==> src/rtl/if_fetch.sv <==
// Instruction-fetch stage: owns the PC, runs a single-outstanding SRAM
// request/response handshake and applies branch/flush redirects.
module if_fetch #(
    parameter logic [31:0] RESET_PC = 32'hBFC0_0000,
    parameter int unsigned STALL_W  = 6
) (
    input  logic               clk,
    input  logic               rst,
    input  logic [STALL_W-1:0] stall,
    input  logic               flush,
    input  logic [31:0]        new_pc,
    input  logic               br_e,
    input  logic [31:0]        br_addr,
    output logic               inst_req,
    output logic [31:0]        inst_addr,
    input  logic               inst_addr_ok,
    input  logic               inst_data_ok,
    input  logic [31:0]        inst_rdata,
    output logic [31:0]        if_pc,
    output logic [31:0]        if_inst,
    output logic               stallreq_for_if
);

    typedef enum logic [2:0] {IDLE, REQ, WAIT, DROP, HOLD} state_t;

    state_t      state, state_n;
    logic [31:0] pc, pc_n;
    logic [31:0] br_target, br_target_n;
    logic [31:0] inst_reg, inst_reg_n;
    logic        br_pend, br_pend_n;
    logic [31:0] next_pc;
    logic        handoff;
    logic        unused_stall;

    // Only stall[1] matters to this stage; the remaining bits belong to other stages.
    assign unused_stall = ^stall;

    always_ff @(posedge clk) begin
        if (rst) begin
            state     <= IDLE;
            pc        <= RESET_PC;
            br_pend   <= 1'b0;
            br_target <= '0;
            inst_reg  <= '0;
        end else begin
            state     <= state_n;
            pc        <= pc_n;
            br_pend   <= br_pend_n;
            br_target <= br_target_n;
            inst_reg  <= inst_reg_n;
        end
    end

    always_comb begin
        state_n     = state;
        pc_n        = pc;
        br_pend_n   = br_pend;
        br_target_n = br_target;
        inst_reg_n  = inst_reg;
        handoff     = (state == HOLD) && !stall[1];
        next_pc     = br_e ? br_addr : (br_pend ? br_target : pc + 32'd4);

        if (flush) begin
            // An accepted but unanswered request must be drained in DROP before re-issuing.
            pc_n       = new_pc;
            br_pend_n  = 1'b0;
            inst_reg_n = '0;
            case (state)
                IDLE:    state_n = IDLE;
                REQ:     state_n = inst_addr_ok ? DROP : REQ;
                WAIT:    state_n = inst_data_ok ? REQ : DROP;
                DROP:    state_n = inst_data_ok ? REQ : DROP;
                HOLD:    state_n = REQ;
                default: state_n = IDLE;
            endcase
        end else begin
            // Branch seen while the delay slot is still held: remember it for the handoff.
            if (br_e && !handoff) begin
                br_pend_n   = 1'b1;
                br_target_n = br_addr;
            end
            case (state)
                IDLE: state_n = REQ;
                REQ:  if (inst_addr_ok) state_n = WAIT;
                WAIT: begin
                    if (inst_data_ok) begin
                        inst_reg_n = inst_rdata;
                        state_n    = HOLD;
                    end
                end
                DROP: if (inst_data_ok) state_n = REQ;
                HOLD: begin
                    if (handoff) begin
                        pc_n      = next_pc;
                        br_pend_n = 1'b0;
                        state_n   = REQ;
                    end
                end
                default: state_n = IDLE;
            endcase
        end
    end

    always_comb begin
        inst_req        = (state == REQ);
        inst_addr       = pc;
        if_pc           = '0;
        if_inst         = '0;
        stallreq_for_if = 1'b1;
        if (state == HOLD) begin
            if_pc           = pc;
            if_inst         = inst_reg;
            stallreq_for_if = 1'b0;
        end
    end

endmodule

==> config.mk <==
export PLATFORM = sky130hd
export DESIGN_NAME = if_fetch
export DESIGN_NICKNAME = d
export VERILOG_FILES = /design/src/rtl/if_fetch.sv
export SDC_FILE = /design/constraint.sdc
export NUM_CORES = 1
export LEC_CHECK = 0
export BUFFER_PORTS_ARGS = -buffer_cell sky130_fd_sc_hd__buf_2
export CAP_MARGIN = 0
export CORE_UTILIZATION = 50
export DETAILED_ROUTE_END_ITERATION = 10
export GPL_ROUTABILITY_DRIVEN = 0
export PLACE_DENSITY = 0.8
export SLEW_MARGIN = 20
export SYNTH_ARGS = -nofsm -noshare
export SYNTH_HDL_FRONTEND = slang
export SYNTH_SLANG_ARGS = --single-unit
==> constraint.sdc <==
create_clock -name clk -period 2.7 [get_ports clk]
set_clock_uncertainty 0.15 [all_clocks]
set_input_delay 0.675 -clock clk [delete_from_list [all_inputs] [get_ports clk]]
set_output_delay 0.675 -clock clk [all_outputs]
set_load 0.02 [all_outputs]
# Word-level counts from Yosys, hierarchy flattened
# Index checks and enable logic that the tools add are counted.
[classes]
mux = 20
n_eq_ne = 8
bitwise = 1
addsub = 1
reduce_logical = 13
[ops]
columns = ["op", "count"]
rows = [
  ["$mux 32", 7],
  ["$add 32x3->32 const B", 1],
  ["$mux 3", 5],
  ["$pmux 3 s5", 1],
  ["$ne 3x3->1 const B", 3],
  ["$eq 3x2->1 const B", 2],
  ["$pmux 2 s3", 1],
  ["$reduce_and 2->1", 3],
  ["$mux 1", 4],
  ["$mux 2", 2],
  ["$reduce_and 4->1", 1],
  ["$reduce_bool 2->1", 2],
  ["$reduce_or 2->1", 2],
  ["$eq 3x1->1 const B", 1],
  ["$eq 3x3->1 const B", 1],
  ["$logic_not 3->1", 1],
  ["$ne 3x2->1 const B", 1],
  ["$logic_and 1x1->1", 2],
  ["$logic_not 1->1", 2],
  ["$not 1->1", 1],
]
[totals]
output_inout_bits = 98
inputBits = 108
ff_bits = 100
wordCells = 48

# Logic depth before layout (Yosys ltp)
# Gate-level depths: netlist (run 1).
[logic_depth]
word_depth = 7
ltp_mapped = 8
ltp_nobuf = 6

# Least setup slack after synthesis (run 1)
# Ideal clock, no wire load.
[synth_path]
kind = "register -> register"
startpoint = "reg pc[4] (netlist: inst_addr[4])"
endpoint = "reg pc[27] (netlist: inst_addr[27])"
setup_slack_ns = 0.220
setup_ns = 0.120
synth_period_minus_slack_ns = 2.480
stages_incl_launch_ff = 8
arrival_time_ns = 2.210
n_path_buf = 2
t_required_ns = 2.430
path_cell_list = "dfxtp_1 buf_2 nand4_2 or4_1 buf_2 nor3_1 mux2_2 a211o_1"
[synth_via]
elab_chain_len = 6
[synth_lines]
columns = ["element", "line", "rtl"]
rows = [
  ["from (decl)", "27", "logic [31:0] pc, pc_n;"],
  ["from (signal assigned)", "47", "pc <= pc_n;"],
  ["$add 32x3->32", "61", "next_pc = br_e ? br_addr : (br_pend ? br_target : pc + 32'd4);"],
  ["$mux 32 (2 in series)", "61", ""],
  ["$mux 32", "93", "if (handoff) begin"],
  ["$mux 32", "82", "case (state)"],
  ["$mux 32", "63", "if (flush) begin"],
]
# No other way between the ends. The select of a mux whose other input is x is not followed.
# A chain may end at the register's enable or synchronous reset.

# Worst setup path after layout (run 1)
[layout_path]
startpoint = "reg state[2]"
endpoint = "out if_pc[12]"
[layout_via]
elab_chain_len = 2
[layout_lines]
columns = ["element", "line", "rtl"]
rows = [
  ["from (decl)", "26", "state_t state, state_n;"],
  ["from (signal assigned)", "46", "state <= state_n;"],
  ["$eq 3x3->1", "110", "if (state == HOLD) begin"],
  ["$mux 32", "110", ""],
  ["to (decl)", "19", "output logic [31:0] if_pc,"],
]
# No other way between the ends.

==> impl_summary.txt, run 1 <==
----------------------------------------------------
[Outcome]
  Run status ... finished clean

[Synthesis]
  Area of the mapped netlist ... 5690 µm²
  EDFF count, synth ... 0
  Ranking of synthesized cells by area ... dfxtp_1 (35%), nand2_1 (12%), a21oi_1 (8.6%)
  Average cell area after synthesis ... 7.15 µm²
  Most used standard cells in the synthesized netlist ... nand2_1 (189), dfxtp_1 (100), a21oi_1 (98)
  Post-Syn Nets ... 905
  Part of the Yosys area used for sequential elements ... 35.2%
  Cell accounting for the most synthesized area ... dfxtp_1
  Number of distinct library cells after synthesis ... 55
  Leading register cell type out of synthesis ... dfxtp_1
  Proportion of netlist area held by the largest area contributor ... 35.2%
  Gate count of the mapped netlist ... 796
  Post-synthesis sequential element count ... 100
  Yosys warning count ... 0
  Most instantiated library cell after synthesis ... nand2_1
  Async S/R FF share, synth ... 0%

[Routing]
  Starting DRT DRC Count ... 522
  Overall via count from detail_route ... 6573
  Total wire length after detailed routing ... 18500 µm
  WL per Instance ... 16.5 µm
  Number of vias per cell after detailed routing ... 5.84
  Final antenna-violating net count ... 0
  Number of detailed-route iterations in the first pass ... 7
  Remaining DRCs ... 0

[STA]
  Actual slew at the worst max-slew pin ... 1080 ps
  Final slew viol count ... 0
  Number of hold violations in the final report ... 0
  Setup Viol. Count Final ... 0
  Slew headroom ... 27.8%
  Max Fclk ... 393 MHz
  Setup repair after global routing missed its margin ... false
  Worst slack on hold paths ... 301 ps
  Summed negative setup slack over all endpoints ... 0 ps
  Fin crit period ... 2540 ps
  Final critical-path share of the clock period ... 94.2%

[Clocking]
  Root buffer cell ... clkbuf_16
  TritonCTS clock tree ... done
  Number of buffers inserted to repair setup after CTS ... 0
  Depth of the CTS H-tree ... 3
  Clock sink count ... 100
  Hold Buf Count CTS ... 0
  CTS clk-pin slew, worst paths ... 80 ps
  Max Buffers Root-to-Sink ... 2
  Insertion delay of the later-clocked pin in the worst-skew pair ... 350 ps
  Clock buffers created by TritonCTS ... 9

[Layout]
  Antenna diode count ... 0
  Design area ... 7290 µm²
  Nets ... 1089
  Number of filler instances in the final layout ... 1014
  Share of post-route cells with drive strength above 1 ... 28.7%
  Post-Route Utilization ... 66.3%
  Area growth, synth to finish ... 28.0%

[Power]
  Part of the power in registers ... 45.5%
  Switch share ... 30.8%
  Total chip power ... 3.52 mW
  P_int ... 2.44 mW
  Combinational share of power ... 17.1%
  Worst voltage drop across the vdd grid ... 372 µV
  Static leakage power ... 3.38 nW
  Cell area power density ... 483 nW/µm²
  NetSw ... 1.08 mW
  Clock power share ... 37.4%

[Setup path]
  Register-to-register setup slack ... 270 ps
  Number of cells traversed by the worst register-to-register path ... 5
  Critical Path Start Type ... register
  Type of the setup path with the least slack ... reg2out
  Critical path arrival ... 1720 ps
  Type of destination of the critical path ... primary output
  Required time reported for the critical path endpoint ... 1880 ps
  Terminus of the critical flop-to-flop path ... inst_addr[17]
  Top fanout value on the critical path ... 29
  Worst r2r src ... state[2]

[Floorplan]
  Number of rows created at floorplan ... 38
  Die area ... 11800 µm²
  I/O pin count ... 206
  Starting Density ... 51.8%
  Core Region ... 11000 µm²
  Die outline height ... 109 µm
  Die width ... 109 µm

[GRT]
  First-pass GRT wire length ... 28700 µm
  Largest net degree at the start of global routing ... 45
  Initial antenna violation count ... 1
  Number of global-route vias before repair ... 5717
  Global Route Usage Sum ... 31.2%
  Total overflow reported by the global router ... 0

[Run]
  Max_cap viols ... 0

[Place]
  Total placed instance area ... 6980 µm²
  Total half-perimeter wirelength after legalization and detailed placement ... 13000 µm
  Quantity of I/O buffers inserted on ports ... 200

[Hold path]
  Worst Hold Depth ... 2
  Endpoint, Worst Hold ... inst_reg[31]
  Hold crit path type ... reg2reg
  Launch point of the worst hold path ... inst_reg[31]

----------------------------------------------------
metrics by stage:
stage / instances / setup WS (ps)
2_1_floorplan: 796 / 220
3_3_place_gp: 1109 / 116
3_5_place_dp: 1109 / 111
4_1_cts: 1125 / 104
5_1_grt: 1125 / 85.1
6_report: 1125 / 157
worst max-delay path by stage:
| stage | cells after the start | startpoint | endpoint |
|---|---|---|---|
| after floorplan | 7 | inst_addr[4] | inst_addr[27] |
| after global placement | 7 | stall[1] | inst_addr[25] |
| after detailed placement | 7 | stall[1] | inst_addr[25] |
| after CTS | 4 | state[2] | if_pc[12] |
| after global routing | 4 | state[1] | if_inst[11] |
| final | 4 | state[2] | if_pc[12] |
cells by family after synthesis:
kind of cell	synth area share [%]
fa+ha+maj	0.220
flops	35.2
mux	5.49
compound gates	19.0
simple gates	33.2
buf+inv	5.87
xor+xnor	1.08
metal layers:
layer,part of all wire (%),vias up,GRT usage (%),wire length (µm)
li1,-,3153,-,-
met1,42,3001,40.8,7800
met2,46,371,51.7,8610
met3,8.8,46,5.08,1640
met4,2.6,2,11.2,488
met5,0.070,-,0,13
cells in the final DEF, fill, tap and decap left out, types with 3 or more instances in the layout:
cell type | synthesis | routed
xnor2_1 | 6 | 6
nor2b_1 | 14 | 14
nand2_1 | 189 | 189
buf_4 | 0 | 41
nor4_1 | 5 | 5
and3_1 | 66 | 66
buf_12 | 0 | 3
a211o_1 | 4 | 4
or3_1 | 5 | 5
a221oi_1 | 7 | 7
a22oi_1 | 4 | 4
o211ai_1 | 6 | 6
nor3b_1 | 5 | 5
nand3_1 | 14 | 14
inv_8 | 0 | 3
clkbuf_16 | 0 | 9
a311oi_1 | 6 | 6
dfxtp_1 | 100 | 99
mux2_2 | 10 | 10
inv_1 | 13 | 13
a21oi_1 | 98 | 98
and2_1 | 4 | 4
nand3b_1 | 6 | 6
a21o_1 | 5 | 5
o22ai_1 | 9 | 9
mux2i_1 | 20 | 20
nor3_1 | 18 | 17
or2_2 | 4 | 4
nand2b_1 | 3 | 3
buf_2 | 11 | 200
nand4_1 | 12 | 12
o21ai_0 | 25 | 25
nor2_1 | 36 | 35
final cells by class:
class	count	area, µm²	share of cell area, %
clock buffers	9	225	3.09
clock inverters	7	76.3	1.05
inverters	13	48.8	0.670
multi-input cells	611	3380	46.4
flip-flops and latches	100	2000	27.5
well taps	140	175	2.40
repair buffers	245	1380	18.9
repair_timing:
action	4_1_cts	5_1_grt
hold endpoints to repair	0	0
resized for setup	0	1
endpoints found under the setup margin	0	1
power groups by stage:
stage / combinational, mW / clock [mW] / sequential (mW)
after CTS: 0.596 / 1.33 / 1.60
final: 0.603 / 1.32 / 1.60
after floorplan: 0.305 / 0 / 1.65
after detailed placement: 0.592 / 0 / 1.63
after global placement: 0.586 / 0 / 1.63
after global routing: 0.656 / 1.40 / 1.61
critical path, stage by stage, from the launching register on:
cell and delay, ps:
dfxtp_2 520, buf_6 260, buf_4 210, and3_1 190, buf_2 180
Power figures use the tool's default switching activity.
==> inputs of run 2 (changes only) <==
--- a/config.mk
+++ b/config.mk
@@ -7,10 +7,11 @@
 export LEC_CHECK = 0
 export BUFFER_PORTS_ARGS = -buffer_cell sky130_fd_sc_hd__buf_2
 export CAP_MARGIN = 0
-export CORE_UTILIZATION = 50
+export CORE_UTILIZATION = 40
 export DETAILED_ROUTE_END_ITERATION = 10
 export GPL_ROUTABILITY_DRIVEN = 0
-export PLACE_DENSITY = 0.8
+export PLACE_DENSITY = 0.67
+export SETUP_SLACK_MARGIN = 0.5
 export SLEW_MARGIN = 20
 export SYNTH_ARGS = -nofsm -noshare
 export SYNTH_HDL_FRONTEND = slang
==> impl_summary.txt, run 2 (synthesis gave the netlist of run 1 again) <==
----------------------------------------------------
[STA]
  Setup Viol. Count Final ... 0
  Number of hold violations in the final report ... 0
  Max Fclk ... 423 MHz
  Summed negative setup slack over all endpoints ... 0 ps
  Fin crit period ... 2370 ps
  Worst Setup Slack, final ... 333 ps
  Setup repair after global routing missed its margin ... true
  Slew headroom ... 60.0%
  Final slew viol count ... 0
  Actual slew at the worst max-slew pin ... 598 ps
  Final critical-path share of the clock period ... 87.7%

[Layout]
  Commonest cells after routing, fill and taps aside ... nand2_1 (188), buf_2 (134), a21oi_1 (98)
  Area growth, synth to finish ... 43.5%
  Share of post-route cells with drive strength above 1 ... 34.3%
  Nets ... 1098
  Commonest non-fill, non-tap cell in the layout ... nand2_1

[Power]
  Static leakage power ... 3.51 nW
  P_int ... 2.67 mW
  Worst voltage drop across the vdd grid ... 273 µV
  Switch share ... 28.5%
  Combinational share of power ... 19.9%
  Clock power share ... 36.8%
  Part of the power in registers ... 43.4%
  Cell area power density ... 457 nW/µm²
  NetSw ... 1.06 mW

[Clocking]
  Clock sink count ... 100
  Max Buffers Root-to-Sink ... 2
  Clock buffers created by TritonCTS ... 9
  Depth of the CTS H-tree ... 3
  Root buffer cell ... clkbuf_16
  Insertion delay of the later-clocked pin in the worst-skew pair ... 350 ps
  TritonCTS clock tree ... done
  Hold Buf Count CTS ... 0
  CTS clk-pin slew, worst paths ... 70 ps

[Setup path]
  Top fanout value on the critical path ... 10
  Crit path max-delay cell type ... dfxtp_4
  Critical path arrival ... 1540 ps
  Type of destination of the critical path ... primary output
  Critical Path Start Type ... register
  Required time reported for the critical path endpoint ... 1880 ps
  Crit-path max cell delay ... 360 ps
  Type of the setup path with the least slack ... reg2out
  CP top delay family ... buffers and inverters
  Critical path buffer and inverter count ... 4
  Most used cell, CP ... buf_6
  Cells traversed along the worst timing path ... nor2_4, buf_6, buf_8, buf_16, and3_4, buf_6

[GRT]
  Largest net degree at the start of global routing ... 65
  Total overflow reported by the global router ... 0
  Layer with the highest usage after global routing ... met2
  Met1 layer usage reported by global route ... 34.5%
  Number of global-route vias before repair ... 5783
  Met2 Track Usage GR ... 45.1%
  First-pass GRT wire length ... 30600 µm
  Fraction of met3 tracks used by global routing ... 4.65%
  Initial antenna violation count ... 1
  Global Route Usage Sum ... 27.0%

[Floorplan]
  Number of rows created at floorplan ... 43
  Die width ... 121 µm
  Starting Density ... 41.0%
  Die outline height ... 121 µm
  Core Region ... 13900 µm²
  Die area ... 14700 µm²
  I/O pin count ... 206

[Place]
  Total half-perimeter wirelength after legalization and detailed placement ... 13300 µm
  Quantity of I/O buffers inserted on ports ... 200
  Post-Place Setup Slack ... 111 ps

[Routing]
  Remaining DRCs ... 0
  Number of vias per cell after detailed routing ... 5.61
  Total wire length after detailed routing ... 20900 µm
  Final antenna-violating net count ... 0
  Starting DRT DRC Count ... 465
  Number of detailed-route iterations in the first pass ... 5
  Overall via count from detail_route ... 6588
  WL per Instance ... 17.8 µm

[Outcome]
  Run status ... finished clean

[Hold path]
  Hold crit path type ... reg2reg

[Run]
  Max_cap viols ... 0

----------------------------------------------------
-- run 2: per-stage QoR --
stage / power, mW / std cells / utilization, % / hold slack, ps / instance area, µm²
2_1_floorplan: 1.96 / 796 / - / 282 / 5740
3_3_place_gp: 2.21 / 1135 / 50.0 / 289 / 6950
3_5_place_dp: 2.21 / 1135 / 50.0 / 292 / 6950
4_1_cts: 3.69 / 1162 / 56.0 / 301 / 7780
5_1_grt: 3.87 / 1175 / 58.9 / 319 / 8170
6_report: 3.73 / 1175 / 58.9 / 301 / 8170
-- run 2: worst paths after layout --
check | start | depth (start not counted) | end | slack, ps
max | state[0] | 6 | if_inst[3] | 330
max reg2reg | inst_addr[3] | 7 | inst_addr[24] | 530
min | inst_reg[25] | 2 | inst_reg[25] | 300
min reg2reg | inst_reg[25] | 2 | inst_reg[25] | 300
-- run 2: worst min-delay path, cell delays in order, from the launching register on --
cell and delay, ps:
dfxtp_1 300, nand2_1 50, a21oi_1 50
-- run 2: area by class of cell --
type	instances	area (µm²)
Antenna cell	1	2.50
Clock buffer	12	268
Clock inverter	4	45.0
Fill cell	1313	5710
Inverter	13	51.3
Multi-Input combinational cell	611	3560
Sequential cell	100	2060
Tap cell	180	225
Timing Repair Buffer	254	1970
-- run 2: repair_timing --
action / 4_1_cts / 5_1_grt
endpoints found under the setup margin: 95 / 74
gates cloned: 3 / 3
buffers inserted: 8 / 9
hold endpoints to repair: 0 / 0
pin swaps: 1 / 8
resized for setup: 117 / 66
-- run 2: power groups by stage --
stage               Clock, mW  Combinational [mW]  Sequential (mW)
finish                   1.37               0.741             1.62
global route             1.45               0.793             1.62
CTS                      1.40               0.677             1.62
detailed placement          0               0.557             1.66
global placement            0               0.553             1.65
floorplan                   0               0.307             1.66
-- run 2: per-layer routing --
layer | vias up | wire (µm)
li1 | 3176 | -
met1 | 3107 | 8980
met2 | 263 | 10100
met3 | 42 | 1320
met4 | 0 | 581
met5 | - | 0
